**config.mk**
```make
export PLATFORM = sky130hd
export DESIGN_NAME = rx_fifo_param
export DESIGN_NICKNAME = d
export VERILOG_FILES = /design/src/rtl/rx_fifo_param.sv
export SDC_FILE = /design/constraint.sdc
export NUM_CORES = 1
export LEC_CHECK = 0
export BUFFER_PORTS_ARGS = -buffer_cell sky130_fd_sc_hd__clkbuf_2
export CAP_MARGIN = 40
export CORE_MARGIN = 5
export CORE_UTILIZATION = 53
export CTS_CLUSTER_SIZE = 16
export DETAILED_ROUTE_END_ITERATION = 10
export PLACE_DENSITY_LB_ADDON = 0.05
export SLEW_MARGIN = 10
export SYNTH_ARGS = -nofsm -noshare
export SYNTH_HDL_FRONTEND = slang
export SYNTH_SLANG_ARGS = --single-unit
```
**constraint.sdc**
```tcl
create_clock -name clk -period 2.3 [get_ports clk]
set_input_delay 0.345 -clock clk [delete_from_list [all_inputs] [get_ports clk]]
set_output_delay 0.345 -clock clk [all_outputs]
set_load 0.005 [all_outputs]
```
**src/rtl/rx_fifo_param.sv**
```systemverilog
// Single-clock first-word-fall-through receive FIFO with occupancy count,
// programmable almost-full/almost-empty thresholds, sticky error flags and flush.
module rx_fifo_param #(
    parameter int DATA_WIDTH = 8,
    parameter int DEPTH      = 8,
    parameter int AF_THRESH  = DEPTH - 2,
    parameter int AE_THRESH  = 1
) (
    input  logic                   clk,
    input  logic                   rst,
    input  logic                   clear,
    input  logic                   w_enable,
    input  logic [DATA_WIDTH-1:0]  w_data,
    input  logic                   r_enable,
    output logic [DATA_WIDTH-1:0]  r_data,
    output logic                   empty,
    output logic                   full,
    output logic                   almost_full,
    output logic                   almost_empty,
    output logic [$clog2(DEPTH):0] count,
    output logic                   overflow,
    output logic                   underflow
);

    localparam int PW = $clog2(DEPTH);
    localparam int CW = PW + 1;
    localparam logic [CW-1:0] FULL_CNT = CW'(DEPTH);
    localparam logic [CW-1:0] AF_CNT   = CW'(AF_THRESH);
    localparam logic [CW-1:0] AE_CNT   = CW'(AE_THRESH);

    logic [DATA_WIDTH-1:0] mem_q [DEPTH];
    logic [PW-1:0]         wptr_q, wptr_d;
    logic [PW-1:0]         rptr_q, rptr_d;
    logic [CW-1:0]         count_q, count_d;
    logic                  overflow_q, overflow_d;
    logic                  underflow_q, underflow_d;
    logic                  push, pop;

    assign empty        = (count_q == '0);
    assign full         = (count_q == FULL_CNT);
    assign almost_full  = (count_q >= AF_CNT);
    assign almost_empty = (count_q <= AE_CNT);
    assign count        = count_q;
    assign overflow     = overflow_q;
    assign underflow    = underflow_q;
    assign r_data       = empty ? '0 : mem_q[rptr_q];

    // A pop frees the slot a same-cycle write needs, so a full FIFO still accepts it.
    assign pop  = r_enable && !empty && !clear;
    assign push = w_enable && (!full || pop) && !clear;

    always_comb begin
        wptr_d      = wptr_q;
        rptr_d      = rptr_q;
        count_d     = count_q;
        overflow_d  = overflow_q;
        underflow_d = underflow_q;
        if (clear) begin
            wptr_d      = '0;
            rptr_d      = '0;
            count_d     = '0;
            overflow_d  = 1'b0;
            underflow_d = 1'b0;
        end else begin
            if (push) wptr_d = wptr_q + PW'(1);
            if (pop)  rptr_d = rptr_q + PW'(1);
            if (push && !pop)      count_d = count_q + CW'(1);
            else if (pop && !push) count_d = count_q - CW'(1);
            if (w_enable && full && !r_enable) overflow_d  = 1'b1;
            if (r_enable && empty)             underflow_d = 1'b1;
        end
    end

    always_ff @(posedge clk or posedge rst) begin
        if (rst) begin
            wptr_q      <= '0;
            rptr_q      <= '0;
            count_q     <= '0;
            overflow_q  <= 1'b0;
            underflow_q <= 1'b0;
        end else begin
            wptr_q      <= wptr_d;
            rptr_q      <= rptr_d;
            count_q     <= count_d;
            overflow_q  <= overflow_d;
            underflow_q <= underflow_d;
        end
    end

    always_ff @(posedge clk) begin
        if (push) mem_q[wptr_q] <= w_data;
    end

endmodule

```
==> out/results.tsv, run 1 <==
metric	value	unit
row_count	28	
cpMaxStageDelayCell	mux4_2	
syn_to_final_growth	17.7	%
grt_overflow_total	0	
final_core_util	65.0	%
ys_warn_count	0	
synth_cells	202	
num-fill-cells	435	
crit_chain	buf_12 -> mux4_2 -> mux2i_1 -> nor2_1 -> clkbuf_2	
dr.pass1.iters	5	
numPortBuffers	30	
track_usage	19.8	%
min-delay-start	w_data[4]	
drv_slew	0	
multi_input_area	1020	um2
numCtsBuffers	9	
clkTransAtPathRegs	80	ps
diodes	0	
final-hold-violation-count	0	
ctsLongestPathBuffers	2	
synthFlopType	edfxtp_1	
initial_utilization	55.2	%
worst_pin_slew	677	ps
placedCellCount	316	
die_x	89.0	um
synth_edf_count	64	
die-area	7920	um2
ys_types	40	
syn_avg_cell_area	16.4	um2
final.setup.worst_slack	137	ps
min_period	2160	ps
cts_tree	yes	
drt_iter0_markers	163	
final_cell_mix	64 x edfxtp_1, 30 x clkbuf_2, 24 x nor2_1	
ioPinCount	31	
grt_pass1_wl	11.0	mm
grt_pass1_vias	2031	
avgRoutedWirePerCell	20.8	um
leakage	1.45	nW
async_flop_share	15.8	%
drcViolationCount	0	
ff_latch_area	2220	um2
antenna_found_initial	0	
status	completed	
via_count	1962	
clock_sink_count	76	
crit_fanout	18	
antenna_left	0	
synth_seq_cells	76	
dp_hpwl	4.69	mm
r2r_start	count[1]$_DFFE_PP0P_	
grt_max_degree	19	
num-nets-final	275	
die_h	89.0	um
min_period_over_period	94.1	%
clock_latency	350	ps
viasPerCell	5.84	
cp_slowest_stage_delay	530	ps
fin_cells	336	
synth_nets	221	
crit_type	register to output port	
setup-violations-final	0	
cap_violations	0	
layout.cells.most_common	edfxtp_1	
final.setup.tns	0	ps
synth_area	3310	um2
synth_seq_area_share	67.1	%
start_kind	register	
hold_ws	277	ps
endpoint_kind	output port	
htreeDepth	3	
p_per_area	1080	nW/um2
layout-drive-gt1-share	36.4	%
hold_class	primary input to register	
wl	6.98	mm
gp_congestion	0.888	
ir_drop	0.000860	V
root_buffer	clkbuf_8	
place_ws	175	ps
slew_headroom	54.7	%
startpoint	rptr_q[0]$_DFFE_PP0P_	
core-area	5990	um2
rsz0062_at_grt	false	
fin_skew	9.30	ps
cp.arrival	1820	ps
crit_required	1960	ps
fmax	0.462	GHz
worst max-delay path: cells and delay by family, from the launching register on:
family                 cells  cell delay [ps]
muxes                      2              710
DFF                        1              380
and+or+nand+nor            1               60
buffers and inverters      2              300
through the flow:
stage          area (um2)  power (mW)
4_1_cts              3900        4.23
5_1_grt              3900        4.46
3_5_place_dp         3650        3.13
6_report             3900        4.19
2_1_floorplan        3310        2.59
3_3_place_gp         3640        3.06
cell usage after synthesis, types with 2 or more instances:
cell	number	area, um2
nor2b_1	2	12.5
or3_1	2	12.5
a21oi_1	3	15.0
a31oi_1	2	12.5
o211ai_1	3	22.5
o21ai_0	2	10.0
mux2i_1	11	110
mux4_2	16	360
a211o_1	2	17.5
or4_1	2	15.0
nor3_1	4	20.0
buf_2	4	20.0
clkbuf_1	2	7.51
buf_1	2	7.51
xor2_1	5	43.8
nor2_1	24	90.1
nand2b_1	4	25.0
ha_1	6	75.1
nand2_1	5	18.8
edfxtp_1	64	1920
dfrtp_1	12	300
nand3_1	3	15.0
inv_1	5	18.8
cells by family (layout without fill, tap and decap cells):
kind of cell,after synthesis,after routing,share of synthesized area (%)
AOI/OAI and AO/OA,21,21,4.84
DFF,76,76,67.1
and+or+nand+nor,50,50,7.71
buffers and inverters,17,76,2.50
muxes,27,27,14.2
xor gates and xnor gates,5,5,1.32
adders and majority gates,6,6,2.27
cell type report:
class / count / share of cell area (%)
timing repair inverter: 1 / 0.193
tap: 75 / 2.41
inverter: 7 / 0.803
multi-input combinational: 109 / 26.2
clock inverter: 7 / 1.73
sequential: 76 / 57.0
clock buffer: 9 / 3.18
timing repair buffer: 52 / 8.48
state kept, by name, indices dropped and copies added (netlist names):
name and count:
overflow 1, rptr_q 3, wptr_q 3, mem_q 64, count 4, underflow 1
what timing repair did:
item / CTS / global route
endpoints found under the hold margin: 12 / 0
gates cloned: 1 / 0
hold buffers: 1 / 0
gates resized for setup: 4 / 2
pin swaps: 0 / 1
endpoints found under the setup margin: 9 / 9
buffers inserted: 2 / 1
routing by layer:
layer	track usage, %	vias up	share of wire, %
li1	-	892	-
met1	24.6	987	39
met2	33.6	70	51
met3	3.59	13	8.0
met4	9.88	0	1.7
met5	0	-	0
path summary, 6_finish.rpt:
path,end,slack (ps),cells past startpoint
worst min-delay path,mem_q[3][4]$_DFFE_PP_,280,1
max in group asynchronous,count[3]$_DFFE_PP0P_,1420,3
min in group asynchronous,rptr_q[2]$_DFFE_PP0P_,540,3
worst max-delay path,r_data[0],140,5
worst min register to register,overflow$_DFFE_PP0P_,500,2
worst max register to register,mem_q[0][2]$_DFFE_PP_,320,8
power breakdown:
part | internal, mW | switching (mW) | total, mW
sequential | 1.58 | 0.0582 | 1.64
combinational | 0.768 | 0.800 | 1.57
clock | 0.497 | 0.486 | 0.982
total | 2.85 | 1.34 | 4.19
Note: power is estimated with default switching activity, not from simulation.
==> run 2: changes to the inputs <==
--- a/config.mk
+++ b/config.mk
@@ -7,11 +7,10 @@
 export LEC_CHECK = 0
 export BUFFER_PORTS_ARGS = -buffer_cell sky130_fd_sc_hd__clkbuf_2
 export CAP_MARGIN = 40
-export CORE_MARGIN = 5
 export CORE_UTILIZATION = 53
 export CTS_CLUSTER_SIZE = 16
 export DETAILED_ROUTE_END_ITERATION = 10
-export PLACE_DENSITY_LB_ADDON = 0.05
+export PLACE_DENSITY = 0.78
 export SLEW_MARGIN = 10
 export SYNTH_ARGS = -nofsm -noshare
 export SYNTH_HDL_FRONTEND = slang
==> run 2 against run 1 <==
Against the previous run:
- the run now ends with negative hold slack left
- flip-flop and latch count stayed put
- routed wire length is 5.1% lower
- critical path depth is 2 higher
- sequential power hardly changed
- register-to-register slack worse by 90 ps
- maximum frequency is 0.99% lower
- combinational power hardly changed
- utilization is 0.40 points higher
- setup slack worse by 22 ps
- highest routed layer unchanged
==> out/results.tsv, run 2 (synthesis gave the netlist of run 1 again) <==
metric	value	unit	change
status	complete, but fails checks		
violations	negative hold slack		
fin_cells	338		+0.60%
min_period	2180	ps	+21.6 ps
pwr-share-seq	39.3	%	about the same
root_buffer	clkbuf_8		
cp.arrival	1840	ps	+20 ps
numPortBuffers	30		unchanged
switching_power	1.32	mW	-1.6%
die_x	81.0	um	-9.0%
fin_skew	7.06	ps	-2.24 ps
numCtsBuffers	9		unchanged
place_ws	205	ps	+29.5 ps
diodes	0		unchanged
ioPinCount	31		unchanged
antenna_left	0		unchanged
worst_pin_slew	698	ps	+20.8 ps
cts_tree	yes		
final-hold-violation-count	2		+2
p_per_area	1070	nW/um2	-0.39%
placedCellCount	318		+0.63%
drt_iter0_markers	178		+9.2%
final_core_util	65.4	%	+0.40 points
rsz0062_at_grt	false		
clock_sink_count	76		unchanged
htreeDepth	3		unchanged
crit_fanout	6		-12
crit_chain	inv_2 -> ha_4 -> buf_4 -> or3b_4 -> clkinvlp_4 -> nor2_1 -> clkbuf_2		
sw_frac_of_total	31.7	%	-0.39 points
clkTransAtPathRegs	80	ps	about the same
wl	6.63	mm	-5.1%
track_usage	22.7	%	+2.9 points
use_met2	35.2	%	+1.6 points
final_cell_mix	64 x edfxtp_1, 30 x clkbuf_2, 24 x nor2_1, 24 x buf_4, 16 x mux4_2		
layout.cells.most_common	edfxtp_1		
leakage	1.46	nW	+0.45%
setup-violations-final	0		unchanged
fmax	0.458	GHz	-0.99%
grt_overflow_total	0		unchanged
grt_max_degree	17		-2
drv_slew	0		unchanged
grtUsageMet3	7.19	%	+3.6 points
via_count	1972		+0.51%
internal_power	2.85	mW	+0.21%
syn_to_final_growth	17.8	%	about the same
die_h	81.0	um	-9.0%
grt_pass1_wl	10.2	mm	-7.3%
antenna_found_initial	0		unchanged
crit_type	register to output port		
dp_hpwl	4.46	mm	-5.0%
hold_ws	-1.49	ps	-279 ps
top_usage_layer	met2		
ctsLongestPathBuffers	2		unchanged
initial_utilization	55.6	%	+0.32 points
row_count	28		unchanged
viasPerCell	5.83		about the same
hold_class	primary input to async pin		
num-fill-cells	424		-2.5%
start_kind	register		
core-area	5960	um2	-0.58%
cpMaxStageDelayCell	or3b_4		
crit_required	1960	ps	about the same
cap_violations	0		unchanged
gp_congestion	0.799		-10%
ir_drop	0.000767	V	-11%
cp_slowest_stage_delay	440	ps	-90 ps
power_frac_comb	37.4	%	about the same
largest_reg_flops	64		unchanged
die-area	6560	um2	-17%
num-nets-final	277		+0.73%
hold_buffers	0		-1
avgRoutedWirePerCell	19.6	um	-5.6%
met1_usage	28.9	%	+4.3 points
grt_pass1_vias	1948		-4.1%
ff2ff_path_depth	6		-2
final.setup.worst_slack	115	ps	-21.6 ps
largest_register	mem_q		
layout-drive-gt1-share	36.9	%	+0.48 points
endpoint_kind	output port		
min_period_over_period	95.0	%	+0.94 points
clkPwrFrac	23.2	%	-0.2 points
drcViolationCount	0		unchanged
clock_latency	340	ps	about the same
slew_headroom	53.1	%	-1.6 points
dr.pass1.iters	4		-1
[run 2: changes by cell type in the layout (fill, tap and decap cells not counted), sizes merged]
cell	before	now
clkbuf	39	40
inv	7	9
dlygate4sd3	1	0
clkinv	6	3
buf	21	24
[run 2: final timing paths]
check	startpoint	endpoint	slack (ps)
min in group clk	w_data[6]	mem_q[1][6]$_DFFE_PP_	280
setup reg to reg	count[0]$_DFFE_PP0P_	mem_q[1][3]$_DFFE_PP_	230
max in group asynchronous	rst	count[1]$_DFFE_PP0P_	1960
hold / removal	rst	count[2]$_DFFE_PP0P_	-1
setup / recovery	count[0]$_DFFE_PP0P_	r_data[7]	120
hold reg to reg	overflow$_DFFE_PP0P_	overflow$_DFFE_PP0P_	500
[run 2: repair_timing]
| item | CTS | global route |
|---|---|---|
| buffers inserted | 1 | 1 |
| gates cloned | 1 | 0 |
| setup endpoints to repair | 9 | 9 |
| resized for setup | 3 | 4 |
[run 2: routing by layer]
metal	routed length, um	vias up
met4	134	0
li1	-	896
met2	3350	89
met5	0	-
met1	2620	975
met3	516	12
[run 2: cell type report]
type                       count  area (um2)  share of cell area (%)
tap                           75        93.8                    2.41
clock inverter                 6        62.6                    1.61
timing repair inverter         1        7.51                   0.193
timing repair buffer          54         330                    8.48
multi-input combinational    109        1020                    26.2
sequential                    76        2220                    57.0
inverter                       7        33.8                   0.867
clock buffer                  10         128                    3.27
[run 2: stage by stage]
stage,total power [mW],area [um2],hold WS [ps],setup TNS (ps)
3_5_place_dp,3.08,3660,388,0
3_3_place_gp,3.03,3640,356,0
4_1_cts,4.14,3870,12.3,-1.11
2_1_floorplan,2.59,3310,210,0
5_1_grt,4.40,3900,32.5,0
6_report,4.18,3900,-1.49,0
[run 2: power by group through the flow]
stage	registers [mW]	clock network [mW]	logic, mW
floorplan	1.68	0	0.911
global placement	1.66	0	1.37
detailed placement	1.67	0	1.41
CTS	1.64	0.990	1.51
global route	1.65	1.04	1.71
finish	1.64	0.971	1.56
[run 2: critical path: cells and delay by family (launching register included)]
| kind | cells | cell delay [ps] |
|---|---|---|
| flops | 1 | 390 |
| fa+ha+maj | 1 | 150 |
| simple gates | 2 | 500 |
| buf+inv | 4 | 450 |
==> run 3: changes to the inputs <==
--- a/config.mk
+++ b/config.mk
@@ -10,7 +10,9 @@
 export CORE_UTILIZATION = 53
 export CTS_CLUSTER_SIZE = 16
 export DETAILED_ROUTE_END_ITERATION = 10
+export MAX_ROUTING_LAYER = met4
 export PLACE_DENSITY = 0.78
+export RECOVER_POWER = 25
 export SLEW_MARGIN = 10
 export SYNTH_ARGS = -nofsm -noshare
 export SYNTH_HDL_FRONTEND = slang
==> run 3 against run 2 <==
Against the previous run:
- the flow now finishes without violations
- register-to-register slack barely moved
- clock power about the same
- maximum frequency decreased by 0.21%
- utilization fell by 0.13 points
- via count hardly changed
- sequential power barely moved
- global-route usage up 0.67 points
- first-iteration DRC count is 11% lower
- critical path type unchanged
- largest cell class unchanged
- largest power group unchanged
==> out/results.tsv, run 3 (synthesis gave the netlist of run 1 again) <==
metric	value	unit	change
place_ws	205	ps	unchanged
grt_pass1_vias	1951		+0.15%
die-area	6560	um2	unchanged
clock_latency	340	ps	about the same
sw_frac_of_total	31.7	%	+0.048 points
fin_skew	5.36	ps	-1.71 ps
grt_max_degree	17		unchanged
grt_pass1_wl	10.2	mm	-0.14%
via_count	1971		-0.051%
htreeDepth	3		unchanged
root_buffer	clkbuf_8		
switching_power	1.33	mW	+0.18%
start_kind	register		
grt_overflow_total	0		unchanged
num-nets-final	277		unchanged
final_core_util	65.3	%	-0.13 points
hold_ws	3.81	ps	+5.30 ps
slew_headroom	52.7	%	-0.38 points
min_period_over_period	95.2	%	+0.20 points
placedCellCount	318		unchanged
gp_congestion	0.811		+1.4%
power_frac_comb	37.5	%	about the same
dr.pass1.iters	4		unchanged
crit_required	1960	ps	about the same
p_per_area	1070	nW/um2	+0.22%
numPortBuffers	30		unchanged
rsz0062_at_grt	false		
row_count	28		unchanged
track_usage	23.4	%	+0.67 points
cpMaxStageDelayCell	or3b_4		
antenna_left	0		unchanged
final.setup.worst_slack	110	ps	-4.68 ps
min_period	2190	ps	+4.68 ps
cp.arrival	1840	ps	about the same
avgRoutedWirePerCell	19.7	um	+0.35%
endpoint_kind	output port		
numCtsBuffers	9		unchanged
final-hold-violation-count	0		-2
hold_class	primary input to async pin		
die_x	81.0	um	unchanged
hold_buffers	0		unchanged
crit_type	register to output port		
cp_slowest_stage_delay	440	ps	about the same
initial_utilization	55.6	%	unchanged
layout-drive-gt1-share	34.6	%	-2.3 points
pwr-share-seq	39.3	%	about the same
die_h	81.0	um	unchanged
r2r_start	count[0]$_DFFE_PP0P_		
antenna_found_initial	0		unchanged
final_cell_mix	64 x edfxtp_1, 24 x nor2_1, 24 x clkbuf_2, 24 x buf_4, 16 x mux4_2		
cp_top_family	simple AND/OR/NAND/NOR gates		
drv_slew	0		unchanged
drcViolationCount	0		unchanged
diodes	0		unchanged
largest_register	mem_q		
layout.cells.most_common	edfxtp_1		
internal_power	2.85	mW	about the same
wl	6.65	mm	+0.35%
ff2ff_path_depth	6		unchanged
clkTransAtPathRegs	80	ps	about the same
clock_sink_count	76		unchanged
timing.rr.end	mem_q[1][3]$_DFFE_PP_		
ir_drop	0.000767	V	about the same
dpl-instance-area	3660	um2	unchanged
drt_iter0_markers	159		-11%
fin_cells	338		unchanged
dp_hpwl	4.46	mm	unchanged
crit_fanout	6		unchanged
worst_pin_slew	704	ps	+5.59 ps
final_cell_area	3890	um2	-0.19%
syn_to_final_growth	17.5	%	
fmax	0.457	GHz	-0.21%
ctsLongestPathBuffers	2		unchanged
leakage	1.44	nW	-1.2%
crit_chain	inv_2 -> ha_4 -> buf_4 -> or3b_4 -> clkinvlp_4 -> nor2_1 -> clkbuf_2		
status	completed		
setup-violations-final	0		unchanged
cts_tree	yes		
cap_violations	0		unchanged
critPathBufInv	4		unchanged
largest_reg_flops	64		unchanged
ioPinCount	31		unchanged
clkPwrFrac	23.2	%	about the same
viasPerCell	5.83		about the same
ff2ff_setup_slack	230	ps	about the same
core-area	5960	um2	unchanged
==> run 3: changes by cell type in the layout (fill, tap and decap cells not counted) <==
cell / before / now
clkbuf_1: 1 / 7
clkbuf_2: 30 / 24
==> run 3: how the worst max path moves through the flow <==
stage / startpoint / endpoint / slack (ps) / cells after the start
4_1_cts: count[1]$_DFFE_PP0P_ / r_data[4] / -1 / 7
2_1_floorplan: count[0]$_DFFE_PP0P_ / mem_q[0][0]$_DFFE_PP_ / 40 / 6
6_report: count[1]$_DFFE_PP0P_ / r_data[0] / 110 / 7
3_3_place_gp: count[0]$_DFFE_PP0P_ / mem_q[5][7]$_DFFE_PP_ / 260 / 5
3_5_place_dp: count[1]$_DFFE_PP0P_ / r_data[4] / 200 / 7
5_1_grt: count[1]$_DFFE_PP0P_ / r_data[7] / 10 / 7
==> run 3: power groups by stage <==
stage	Sequential, mW	Combinational [mW]	Clock, mW
after floorplan	1.68	0.911	0
after global placement	1.66	1.37	0
after detailed placement	1.67	1.41	0
after CTS	1.64	1.51	0.990
after global routing	1.65	1.71	1.04
final	1.64	1.57	0.970
==> run 3: cell type report <==
class / count / area, um2
timing repair inverter: 1 / 7.51
clock buffer: 10 / 128
timing repair buffer: 54 / 323
sequential: 76 / 2220
fill: 424 / 2070
inverter: 7 / 33.8
clock inverter: 6 / 62.6
multi-input combinational: 109 / 1020
tap: 75 / 93.8
==> run 3: through the flow <==
stage	setup TNS (ps)	total power, mW
6_report	0	4.18
5_1_grt	0	4.40
4_1_cts	-1.11	4.14
3_5_place_dp	0	3.08
3_3_place_gp	0	3.03
2_1_floorplan	0	2.59
==> run 3: repair_timing <==
item                       CTS  global route
buffers inserted             1             1
resized for setup            3             4
gates cloned                 1             0
setup endpoints to repair    9             9
==> run 3: routing by layer <==
metal / up-vias / track usage (%) / routed length, um
li1: 890 / - / -
met5: - / - / 0
met3: 16 / 7.19 / 501
met1: 972 / 28.5 / 2660
met4: 0 / 11.6 / 184
met2: 93 / 35.5 / 3300
==> run 3: worst reg2reg max path, cell delays in order, from the launching register on <==
cell and delay (ps):
dfrtp_1 370, inv_2 60, ha_4 170, nand3b_4 80, o2111ai_1 230, nor3_1 620
buf_4 260
